$ cat config.mk
export PLATFORM = sky130hd
export DESIGN_NAME = a2d_scan
export DESIGN_NICKNAME = d
export VERILOG_FILES = /design/src/rtl/a2d_scan.sv
export SDC_FILE = /design/constraint.sdc
export NUM_CORES = 1
export LEC_CHECK = 0
export CAP_MARGIN = 10
export CORE_ASPECT_RATIO = 1.5
export CORE_UTILIZATION = 61
export CTS_BUF_LIST = sky130_fd_sc_hd__clkbuf_4
export DETAILED_ROUTE_END_ITERATION = 10
export GPL_TIMING_DRIVEN = 0
export HOLD_SLACK_MARGIN = 0.1
export PLACE_DENSITY_LB_ADDON = 0.1
export SLEW_MARGIN = 20
export SYNTH_ARGS = -nofsm -noshare
export SYNTH_HDL_FRONTEND = slang
export SYNTH_SLANG_ARGS = --single-unit
$ cat constraint.sdc
create_clock -name clk -period 8.45 [get_ports clk]
set_input_delay 1.69 -clock clk [delete_from_list [all_inputs] [get_ports clk]]
set_output_delay 1.69 -clock clk [all_outputs]
set_load 0.01 [all_outputs]
$ cat src/rtl/a2d_scan.sv
// ---------------------------------------------------------------------------
// a2d_scan
//   Multi-channel scan sequencer for an ADC128S-style 12-bit SPI converter.
//   Each request (nxt) walks NUM_CH slots. Every slot runs two SPI frames
//   with the same channel command. The first frame only steers the
//   converter's input mux, and its MISO data is ignored. The second frame
//   returns the conversion. The 12-bit result is then written into that
//   slot, either raw or through a first-order IIR. A single pending request
//   is remembered while a scan is running.
//
// Parameters
//   NUM_CH    slots scanned per request (1..8)
//   CH_MAP    converter channel per slot, 3 bits each, slot i at [3i+2:3i]
//   SCLK_DIV  clk cycles per SCLK period (even, >= 4)
//   AVG_SHIFT IIR shift, 0 = raw pass-through (0..3)
//
// Ports
//   clk        system clock
//   rst_n      synchronous active-low reset
//   nxt        scan request strobe
//   MISO       serial data from converter
//   SS_n       converter select, active low
//   SCLK       SPI clock, idles high
//   MOSI       serial command to converter
//   results    smoothed result per slot, slot i at [12i+11:12i]
//   ch_vld     slot i holds at least one conversion
//   busy       scan in progress or queued
//   scan_done  one-clk pulse after the last slot is written
//
// state  | meaning
// -------+-----------------------------------------------------------
// IDLE   | waiting for nxt or a pending request
// FRAME1 | SPI frame carrying the command; MISO ignored
// GAP    | SS_n high for half an SCLK period between frames / slots
// FRAME2 | SPI frame repeating the command; MISO captured
// UPDATE | one clk: write result of the current slot, pick next slot
// ---------------------------------------------------------------------------
module a2d_scan #(
  parameter int          NUM_CH    = 4,
  parameter logic [23:0] CH_MAP    = 24'h000D60,
  parameter int          SCLK_DIV  = 32,
  parameter int          AVG_SHIFT = 0
) (
  input  logic                   clk,
  input  logic                   rst_n,
  input  logic                   nxt,
  input  logic                   MISO,
  output logic                   SS_n,
  output logic                   SCLK,
  output logic                   MOSI,
  output logic [12*NUM_CH-1:0]   results,
  output logic [NUM_CH-1:0]      ch_vld,
  output logic                   busy,
  output logic                   scan_done
);

  localparam int HALF = SCLK_DIV / 2;
  localparam int DW   = (HALF > 1) ? $clog2(HALF) : 1;
  localparam int SW   = (NUM_CH > 1) ? $clog2(NUM_CH) : 1;

  localparam logic [DW-1:0] HALF_M1   = DW'(HALF - 1);
  localparam logic [SW-1:0] LAST_SLOT = SW'(NUM_CH - 1);

  // A frame is 34 half-periods: half 0 is setup, halves 1..32 carry the
  // 16 SCLK periods (odd = SCLK low, even = SCLK high), half 33 is hold.
  localparam logic [5:0] H_HOLD = 6'd32;
  localparam logic [5:0] H_LAST = 6'd33;

  typedef enum logic [2:0] {
    IDLE   = 3'd0,
    FRAME1 = 3'd1,
    GAP    = 3'd2,
    FRAME2 = 3'd3,
    UPDATE = 3'd4
  } state_t;

  state_t            state;
  state_t            state_nxt;

  logic [DW-1:0]     div_cnt;
  logic              tc;
  logic [5:0]        half_idx;
  logic [SW-1:0]     slot;
  logic              gap_f2;
  logic              pending;
  logic [15:0]       tx_sr;
  logic [11:0]       rx_sr;
  logic [11:0]       res_q [NUM_CH];

  logic              frame_end;
  logic [2:0]        cur_ch;
  logic [11:0]       cur_res;
  logic [11:0]       raw;
  logic signed [12:0] diff;
  logic [11:0]       avg_val;

  function automatic logic [15:0] cmd_word(input logic [2:0] ch);
    return {2'b00, ch, 11'b0};
  endfunction

  // half-period timer; terminal count marks every half-period boundary
  assign tc = (div_cnt == '0);

  assign frame_end = ((state == FRAME1) || (state == FRAME2)) && tc &&
                     (half_idx == H_LAST);

  assign busy = (state != IDLE) || pending;

  // ---------------------------------------------------------------------
  // FSM
  // ---------------------------------------------------------------------
  always_ff @(posedge clk) begin
    if (!rst_n) begin
      state <= IDLE;
    end else begin
      state <= state_nxt;
    end
  end

  always_comb begin
    state_nxt = state;
    case (state)
      IDLE:    if (nxt || pending) state_nxt = FRAME1;
      FRAME1:  if (frame_end)      state_nxt = GAP;
      GAP:     if (tc)             state_nxt = gap_f2 ? FRAME2 : FRAME1;
      FRAME2:  if (frame_end)      state_nxt = UPDATE;
      UPDATE:  state_nxt = (slot == LAST_SLOT) ? IDLE : GAP;
      default: state_nxt = IDLE;
    endcase
  end

  // ---------------------------------------------------------------------
  // current slot decode
  // ---------------------------------------------------------------------
  always_comb begin
    cur_ch  = CH_MAP[2:0];
    cur_res = '0;
    for (int i = 0; i < NUM_CH; i++) begin
      if (slot == SW'(i)) begin
        cur_ch  = CH_MAP[3*i +: 3];
        cur_res = res_q[i];
      end
    end
  end

  // IIR step. The shifted difference never overshoots raw, so the 12-bit
  // truncated sum is always the exact result.
  assign raw     = rx_sr;
  assign diff    = $signed({1'b0, raw}) - $signed({1'b0, cur_res});
  assign avg_val = 12'($signed({1'b0, cur_res}) + (diff >>> AVG_SHIFT));

  // ---------------------------------------------------------------------
  // datapath and SPI pins
  // ---------------------------------------------------------------------
  always_ff @(posedge clk) begin
    if (!rst_n) begin
      div_cnt   <= HALF_M1;
      half_idx  <= '0;
      slot      <= '0;
      gap_f2    <= 1'b0;
      pending   <= 1'b0;
      tx_sr     <= '0;
      rx_sr     <= '0;
      SS_n      <= 1'b1;
      SCLK      <= 1'b1;
      MOSI      <= 1'b0;
      ch_vld    <= '0;
      scan_done <= 1'b0;
      for (int i = 0; i < NUM_CH; i++) begin
        res_q[i] <= '0;
      end
    end else begin
      scan_done <= 1'b0;

      if ((state == IDLE) || (state == UPDATE) || tc) begin
        div_cnt <= HALF_M1;
      end else begin
        div_cnt <= div_cnt - 1'b1;
      end

      if (nxt && (state != IDLE)) begin
        pending <= 1'b1;
      end

      case (state)
        IDLE: begin
          if (nxt || pending) begin
            pending  <= 1'b0;
            slot     <= '0;
            half_idx <= '0;
            SS_n     <= 1'b0;
            tx_sr    <= cmd_word(CH_MAP[2:0]);
          end
        end

        FRAME1, FRAME2: begin
          if (tc) begin
            half_idx <= half_idx + 6'd1;
            if (half_idx == H_LAST) begin
              SS_n     <= 1'b1;
              SCLK     <= 1'b1;
              MOSI     <= 1'b0;
              half_idx <= '0;
              gap_f2   <= (state == FRAME1);
            end else if (!half_idx[0] && (half_idx != H_HOLD)) begin
              // entering an odd half: SCLK falls, next command bit out
              SCLK  <= 1'b0;
              MOSI  <= tx_sr[15];
              tx_sr <= {tx_sr[14:0], 1'b0};
            end else if (half_idx[0]) begin
              // entering an even half: SCLK rises, sample converter data.
              // Only the last 12 of the 16 bits survive, which is the result.
              SCLK  <= 1'b1;
              rx_sr <= {rx_sr[10:0], MISO};
            end
          end
        end

        GAP: begin
          if (tc) begin
            SS_n     <= 1'b0;
            half_idx <= '0;
            tx_sr    <= cmd_word(cur_ch);
          end
        end

        UPDATE: begin
          for (int i = 0; i < NUM_CH; i++) begin
            if (slot == SW'(i)) begin
              res_q[i]  <= ch_vld[i] ? avg_val : raw;
              ch_vld[i] <= 1'b1;
            end
          end
          if (slot == LAST_SLOT) begin
            scan_done <= 1'b1;
          end else begin
            slot   <= slot + 1'b1;
            gap_f2 <= 1'b0;
          end
        end

        default: ;
      endcase
    end
  end

  for (genvar g = 0; g < NUM_CH; g++) begin : g_pack
    assign results[12*g +: 12] = res_q[g];
  end

endmodule
==> impl_results.md, run 1 <==
- Largest net degree at the start of global routing: 16
- Cells after synthesis: roughly 500
- Clock period minus worst slack: around 3.8 ns
- Syn nets: around 530
- Clk_lat worst skew: 0.46 ns
- Crit-path slowest cell: clkdlybuf4s50_1
- Top-count cell post-synth: nor2_1
- GRT Total Usage: roughly 29%
- WP buf/inv: 2
- Crit path from: state[1]$_SDFFE_PN0P_
- Slew @ Worst Pin: between 0.5 and 0.6 ns
- Mapped Area: between 4000 and 5000 µm²
- Global route overflow: 0
- Clk sinks: 90
- Flop-to-flop setup slack: around 4.7 ns
- Register bit total from synthesis: 90
- Drt initial violations: between 200 and 300
- Share of layout cells above drive strength 1: 9.86%
- Fin. Hold Viols: 0
- Worst reg2reg path depth: 14
- Slew Viols, Final: 0
- Clk slew on worst S/H paths: roughly 0.14 ns
- Avg Cell Area, Syn: ~10 µm²
- Top-area cell type share of the netlist area: slightly below 30%
- Critical Path End: busy
- Final Power: about 0.00081 W
- Vias: roughly 4000
- Worst flop-to-flop path startpoint: slot[1]$_SDFFE_PN0P_
- Status: finished clean
- YS warnings: 0
- Initial Util: between 60% and 70%
- Core Footprint: roughly 8000 µm²
- Placer congestion estimate: around 0.90
- CP max FO: 7
- H-tree depth: 3
- Detailed Routing Iterations Pass 1: 5
- Worst Path Arrival: 2.10 ns
- RR Endpoint: res_q[1][7]$_SDFFCE_PN0P_
- Setup TNS: 0 ns
- Max cap viols: 0
- Synth area leaders: edfxtp_1, dfxtp_1, mux2i_1
- Static leakage: 2.00 nW
- Routed len/inst: around 16 µm
- Cell family with most CP delay: buffers and inverters
- Achievable clock frequency: 264 MHz
- Levels on crit path: 4
- Hold Slack: roughly 0.42 ns
- Postcts setup bufs: 0
- PD cells: 138 nW/µm²
- Worst setup SP type: flip-flop
- Synth Flop Type: edfxtp_1
- HPWL after detailed placement: 8.61 mm
- Clk_skew: about 0.019 ns
- Crit path capture type: output pin
- Synth unique cells: 62
- Residual DRC count: 0
- Number of flops mapped to enable cells by yosys: between 40 and 50
- First-pass GRT wire length: roughly 18 mm
- Port Buffer Count: 60
- Slowest cell delay on critical path: between 0.4 and 0.5 ns
- Die area: approximately 8500 µm²
- Hold Path Class: flip-flop to flip-flop
- Detail Route Antenna Nets: 0
- # rows: 40
- RSZ-0062 raised after global routing: false
- Synth cell count leaders: nor2_1, nand2_1, edfxtp_1
- Initial antenna violation count: 0
- Post-layout nets: 600
- Num ports: 61
- Number of global-route vias before repair: 3801
- Biggest area consumer among synthesized cells: edfxtp_1
- VDD IR max: about 0.13 mV
- Sequential area share after synthesis: a little under half
- TritonCTS clock tree: built
- Post-synth ARST share: 0%
- Synth-to-layout area growth: 17.7%
- PostCTS Resize Cnt: 0
- Filler cells: between 500 and 600
- Critical path required time: slightly below 7 ns
- CTS Hold Bufs: 0
- Vias per inst: just under 6
- Max clock buf depth: 2
- Critical path type: flip-flop to output pin
- Tcrit/Tclk final: 44.9%
- Number of diodes: 0
- Final setup violation count: 0
- Clock buffer count from CTS: 9
- Die Width: roughly 76 µm
- Worst-path cell chain: or2_1 -> clkbuf_1 -> or3_1 -> clkdlybuf4s50_1
- Clock Tree Root: clkbuf_4
- Chip height: around 110 µm
- Final wirelength: 11.2 mm
- Slew Limit Headroom: around three fifths
==> power by group <==
group | internal (W) | leakage (nW) | switching [W]
logic | 0.0000384 | 1.13 | 0.0000436
registers | 0.000474 | 0.795 | 0.00000606
clock network | 0.0000941 | 0.0768 | 0.000150
==> cell type report <==
cell class              count  area (µm²)  area share, %
multi-input cells         361        2460           42.0
flip-flops and latches     90        2280           38.9
repair buffers             61         608           10.4
plain buffers              25         146           2.50
well taps                 105         131           2.24
inverters                  25        93.8           1.60
clock buffers              10        75.1           1.28
clock inverters             6        65.1           1.11
==> layer usage <==
metal / share of wire [%] / global-route usage [%]
met5: 0 / 0
met4: 5.0 / 18.1
met3: 4.5 / 4.85
met2: 55 / 51.2
met1: 36 / 29.0
==> placed cells by master (no fill, tap or decap), drive strengths merged, types with 13 or more instances in the layout <==
cell type	n
a211oi	16
a21oi	21
buf	13
clkbuf	23
clkdlybuf4s50	60
dfxtp	42
edfxtp	48
ha	23
inv	26
mux2i	36
nand2	49
nand3	20
nor2	59
nor2b	17
o21ai	14
==> stage by stage <==
step | worst slack [ns] | area (µm²) | std cells | util (%)
finish | 4.66 | 5860 | 683 | 73.6
global route | 4.40 | 5860 | 683 | 73.6
CTS | 4.62 | 5860 | 683 | 73.6
detailed placement | 4.50 | 5720 | 667 | 71.9
global placement | 4.27 | 5710 | 666 | 71.8
floorplan | 5.28 | 4980 | 501 | -
==> cells by family after synthesis <==
kind of cell | synth area share [%]
flops | 45.8
simple gates | 19.0
xor+xnor | 2.29
mux | 8.36
compound gates | 13.9
fa+ha+maj | 5.78
buf+inv | 4.82
==> how the worst min path moves through the flow <==
stage                     startpoint                    end  slack, ns  cells after the start
3_3_place_gp   div_cnt[0]$_SDFF_PP1_  div_cnt[0]$_SDFF_PP1_       0.38                      1
3_5_place_dp   div_cnt[0]$_SDFF_PP1_  div_cnt[0]$_SDFF_PP1_       0.39                      1
4_1_cts        div_cnt[0]$_SDFF_PP1_  div_cnt[0]$_SDFF_PP1_       0.42                      1
2_1_floorplan  div_cnt[0]$_SDFF_PP1_  div_cnt[0]$_SDFF_PP1_       0.37                      1
5_1_grt        div_cnt[0]$_SDFF_PP1_  div_cnt[0]$_SDFF_PP1_       0.44                      1
6_report       div_cnt[0]$_SDFF_PP1_  div_cnt[0]$_SDFF_PP1_       0.42                      1
==> flip-flops by register name, indices dropped and copies added, names as in the netlist, 2 cells and up <==
signal	count
ch_vld	4
div_cnt	4
half_idx	6
raw	12
res_q	48
slot	2
state	3
tx_sr	5
Note: power is estimated with default switching activity, not from simulation.
==> run 2, diff against run 1 <==
Settings changed: CORE_UTILIZATION 61 to 58.
Clock period 8.45 ns to 3.9 ns, I/O delays scaled along.
==> run 2 against run 1 <==
Compared with the run above:
- hold slack improved by 0.0084 ns
- non-clock buffer count unchanged
- flip-flop and latch count did not move
- first-iteration DRC count fell by 29%
- final cell count grew 0.29%
- largest power group unchanged
==> impl_results.md, run 2 (synthesis gave the netlist of run 1 again) <==
- Most frequent cells in the layout: clkdlybuf4s50_1, nor2_1, nand2_1
- Tcrit/Tclk final: between 90% and 100%
- Die area: between 8000 and 9000 µm²
- Vias per inst: about 5.8
- Synth-to-layout area growth: 18.8%
- Postcts setup bufs: 0
- Final Cell Area: roughly 5900 µm²
- First-pass GRT wire length: between 15 and 20 mm
- Routed len/inst: between 15 and 20 µm
- Final cell count without fillers: 685
- Clock Tree Root: clkbuf_4
- Area after DPL: between 5000 and 6000 µm²
- Die Width: 77.7 µm
- PD cells: 315 nW/µm²
- Highest Signal Layer: met4
- Clk_skew: approximately 0.011 ns
- VDD IR max: 0.262 mV
- Vias: slightly below 4000
- Fin. Hold Viols: 0
- Post-layout nets: 600
- Static leakage: 2.02 nW
- Slew @ Worst Pin: around 0.6 ns
- Crit path capture type: flip-flop
- Clk_lat worst skew: 0.45 ns
- Critical path type: flip-flop to flip-flop
- PostCTS Resize Cnt: 0
- WL met1: approximately 4.1 mm
- Clock period minus worst slack: roughly 3.6 ns
- Final setup violation count: 0
- Final wirelength: 11.2 mm
- Detailed Routing Iterations Pass 1: 4
- Critical path required time: between 4 and 5 ns
- Commonest non-fill, non-tap cell in the layout: clkdlybuf4s50_1
- Worst reg2reg path depth: 15
- GRT Total Usage: 25.6%
- Post-layout util: around 71%
- Clk sinks: 90
- Chip height: 116 µm
- Number of diodes: 0
- RSZ-0062 raised after global routing: false
- Met3 WL post-DR: approximately 420 µm
- Detail Route Antenna Nets: 0
- Largest net degree at the start of global routing: 16
- Placed cell count: between 600 and 700
- TritonCTS clock tree: built
- Reg with most FFs: res_q
- Core Footprint: around 8400 µm²
- Number of global-route vias before repair: ~3700
- Worst Path Arrival: roughly 3.8 ns
- # rows: 41
- H-tree depth: 3
- Status: finished clean
- CTS Hold Bufs: 0
- Residual DRC count: 0
- Drt initial violations: 200
- Max reg flops: 48
- Metal2 WL: 6.24 mm
- Global route overflow: 0
- Initial antenna violation count: 0
- Placer congestion estimate: 0.894
- Setup TNS: 0 ns
- Clock buffer count from CTS: 9
- Final Power: 0.00186 W
- Share of layout cells above drive strength 1: between 10% and 20%
- Port Buffer Count: 60
- Initial Util: about three fifths
- Slew Viols, Final: 0
- Max cap viols: 0
- Worst setup SP type: flip-flop
- Clk slew on worst S/H paths: approximately 0.14 ns
- Slew Limit Headroom: between 50% and 60%
- Max clock buf depth: 2
- Depth of the worst hold-timing path: 1
- CP max FO: 6
- Num ports: between 60 and 70
- Achievable clock frequency: between 200 and 300 MHz
- HPWL after detailed placement: ~8.5 mm
- Hold Path Class: flip-flop to flip-flop
## run 2: changes by cell type in the layout (fill, tap and decap cells not counted), sizes merged
cell,delta
bufinv,+2
clkbuf,-1
clkinv,-1
## run 2: metrics by stage
| step | hold WS [ns] | setup WS, ns |
|---|---|---|
| after floorplan | 0.371 | 0.732 |
| after global placement | 0.381 | 0.267 |
| after detailed placement | 0.393 | 0.199 |
| after CTS | 0.425 | 0.166 |
| after global routing | 0.453 | 0.0767 |
| final | 0.430 | 0.305 |
## run 2: critical path: stages, from the launching register on
cell	delay [ns]
dfxtp_1	0.45
inv_1	0.11
ha_1	0.23
nand3b_1	0.16
a21oi_1	0.17
a21oi_1	0.06
o21ai_1	0.19
ha_2	0.32
inv_1	0.06
ha_1	0.32
a211oi_2	0.23
o21bai_1	0.16
o31ai_2	0.35
or3_1	0.17
and3_4	0.22
a21oi_1	0.10
## run 2: cell type report
cell class,instances,area [µm²]
Multi-Input combinational cell,361,2470
Timing Repair Buffer,61,608
Tap cell,107,134
Inverter,25,93.8
Sequential cell,90,2280
Clock inverter,7,116
Fill cell,642,2440
Clock buffer,9,67.6
Buffer,25,146
## run 2: where the power goes
part	total, W	internal (W)	leakage [nW]	switching [W]
registers	0.00104	0.00103	0.795	0.0000135
logic	0.000178	0.0000834	1.13	0.0000948
clock network	0.000645	0.000324	0.0963	0.000321
total	0.00186	0.00143	2.02	0.000430
## run 2: final timing paths
check                                      startpoint                        end  slack (ns)
worst max-delay path             slot[1]$_SDFFE_PN0P_  res_q[3][9]$_SDFFCE_PN0P_        0.31
worst min-delay path            div_cnt[0]$_SDFF_PP1_      div_cnt[0]$_SDFF_PP1_        0.43
worst max register to register   slot[1]$_SDFFE_PN0P_  res_q[3][9]$_SDFFCE_PN0P_        0.31
worst min register to register  div_cnt[0]$_SDFF_PP1_      div_cnt[0]$_SDFF_PP1_        0.43
## run 2: routing by layer
| layer | vias to the layer above | GRT usage, % |
|---|---|---|
| met3 | 44 | 4.41 |
| met4 | 0 | 14.0 |
| met5 | - | 0 |
| li1 | 1907 | - |
| met1 | 1871 | 24.8 |
| met2 | 123 | 50.6 |
==> run 3, diff against run 2 <==
Settings changed: CORE_MARGIN from default to 5.
==> run 3 against run 2 <==
Compared with the run above:
- global-route usage decreased by 2.6 points
- wire length increased by 2.6%
- core utilization decreased by 0.94 points
- via count decreased by 0.96%
- critical endpoint is now res_q[3][10]$_SDFFCE_PN0P_
- combinational power about the same
- flip-flop and latch count unchanged
- count of clock-buffer cells in the layout unchanged
- worst setup slack got worse by 0.044 ns
- clock skew increased by 0.0080 ns
- power decreased by 10%
- final cell count increased by 0.29%
- cell area decreased by 0.72%
==> impl_results.md, run 3 (synthesis gave the netlist of run 1 again) <==
- Status: finished clean
- Core Footprint: about 8400 µm²
- Max cap viols: 0
- Drt initial violations: roughly 220
- H-tree depth: 3
- Final setup violation count: 0
- Power share of the clock group: a little over a quarter
- Port Buffer Count: 60
- Internal: around 0.0012 W
- Clock Tree Root: clkbuf_4
- TritonCTS clock tree: built
- Clk slew on worst S/H paths: between 0.1 and 0.15 ns
- Worst setup SP type: flip-flop
- CP max FO: 6
- Placer congestion estimate: between 0.9 and 1
- Area after DPL: 5720 µm²
- Vias per inst: between 5 and 6
- Clk sinks: 90
- Detail Route Antenna Nets: 0
- Largest net degree at the start of global routing: 16
- Clock buffer count from CTS: 9
- Clock period minus worst slack: roughly 3.6 ns
- VDD IR max: about 0.19 mV
- Commonest non-fill, non-tap cell in the layout: clkdlybuf4s50_1
- Global route overflow: 0
- PD cells: 285 nW/µm²
- Achievable clock frequency: between 200 and 300 MHz
- Filler cells: 643
- Final wirelength: 11.5 mm
- Slew Viols, Final: 0
- Detailed Routing Iterations Pass 1: 5
- Die area: 10600 µm²
- Final Power: ~0.0017 W
- Routed len/inst: approximately 17 µm
- Initial Util: just under 60%
- Chip height: approximately 120 µm
- Final cell count without fillers: 687
- Worst setup margin: 0.261 ns
- Post-layout nets: 601
- Part of the power in registers: about 62%
- Vias: ~3900
- Final Cell Area: between 5000 and 6000 µm²
- Slew @ Worst Pin: 0.562 ns
- Critical path type: flip-flop to flip-flop
- Tcrit/Tclk final: just over 90%
- RSZ-0062 raised after global routing: false
- P_sw: between 0.0004 and 0.0005 W
- Residual DRC count: 0
- Slew Limit Headroom: between 60 and 70%
- Worst Path Arrival: approximately 3.8 ns
- Hold Path Class: flip-flop to flip-flop
- Number of global-route vias before repair: about 3900
- Clk_skew: about 0.019 ns
- Critical path required time: 4.09 ns
- Combinational Power Share: between 10% and 20%
- Num ports: 61
- Most frequent cells in the layout: clkdlybuf4s50_1, nor2_1, nand2_1
- Static leakage: 1.99 nW
- Synth-to-layout area growth: 17.9%
- Placed cell count: about 670
- HPWL after detailed placement: approximately 9 mm
- Fin. Hold Viols: 0
- GRT Total Usage: between 20 and 25%
- Sw frac: about a quarter
- Clk_lat worst skew: ~0.46 ns
- Max clock buf depth: 2
- Dpl ws: between 0.1 and 0.15 ns
- Setup TNS: 0 ns
- Die Width: 85.7 µm
- Crit path capture type: flip-flop
- Share of layout cells above drive strength 1: between 10% and 20%
- Max reg flops: 48
- Reg with most FFs: res_q
- Initial antenna violation count: 1
- # rows: between 40 and 50
- First-pass GRT wire length: 18.5 mm
[run 3: path summary, 6_finish.rpt]
check	slack, ns	cells after the start	startpoint	endpoint
min	0.42	1	div_cnt[0]$_SDFF_PP1_	div_cnt[0]$_SDFF_PP1_
max	0.26	15	slot[1]$_SDFFE_PN0P_	res_q[3][10]$_SDFFCE_PN0P_
max reg2reg	0.26	15	slot[1]$_SDFFE_PN0P_	res_q[3][10]$_SDFFCE_PN0P_
min reg2reg	0.42	1	div_cnt[0]$_SDFF_PP1_	div_cnt[0]$_SDFF_PP1_
[run 3: per-stage QoR]
stage / hold WS, ns / util (%)
floorplan: 0.371 / -
global placement: 0.384 / 67.9
detailed placement: 0.393 / 68.0
CTS: 0.424 / 69.4
global route: 0.447 / 69.8
finish: 0.419 / 69.8
[run 3: worst max-delay path: stages (launching register included)]
cell and delay, ns:
dfxtp_1 0.45, inv_1 0.11, ha_1 0.23, nand3b_1 0.16, a21oi_1 0.23, a21oi_1 0.08
o21ai_1 0.28, ha_4 0.24, inv_1 0.05, ha_1 0.22, o21a_1 0.23, o211ai_2 0.22
a21oi_2 0.11, or4_4 0.56, nand3_1 0.11, a21oi_1 0.07
[run 3: area by class of cell]
| class | instances | area (µm²) | area share, % |
|---|---|---|---|
| buffer | 25 | 146 | 2.49 |
| tap | 107 | 134 | 2.28 |
| timing repair buffer | 62 | 616 | 10.5 |
| clock inverter | 7 | 45.0 | 0.767 |
| clock buffer | 9 | 67.6 | 1.15 |
| sequential | 90 | 2280 | 38.8 |
| antenna | 1 | 2.50 | 0.0426 |
| inverter | 25 | 93.8 | 1.60 |
| multi-input combinational | 361 | 2490 | 42.3 |
[run 3: timing repair]
| action | in CTS | in global routing |
|---|---|---|
| endpoints found under the setup margin | 0 | 20 |
| hold buffers | 0 | 0 |
| setup buffers | 0 | 1 |
| resized for setup | 0 | 4 |
[run 3: layer usage]
layer  wire length, µm  part of all wire, %  vias up  track usage [%]
li1                  -                    -     1916                -
met1              4140                   36     1826             22.9
met2              6430                   56      133             44.4
met3               549                  4.8       32             4.87
met4               408                  3.5        0             11.2
met5                 0                    0        -                0
[run 3: power by group through the flow]
stage | Clock (W) | Combinational [W] | Sequential (W)
6_report | 0.000453 | 0.000181 | 0.00104
5_1_grt | 0.000501 | 0.000194 | 0.00105
4_1_cts | 0.000460 | 0.000180 | 0.00104
3_5_place_dp | 0 | 0.000179 | 0.00106
3_3_place_gp | 0 | 0.000176 | 0.00106
2_1_floorplan | 0 | 0.0000778 | 0.00108
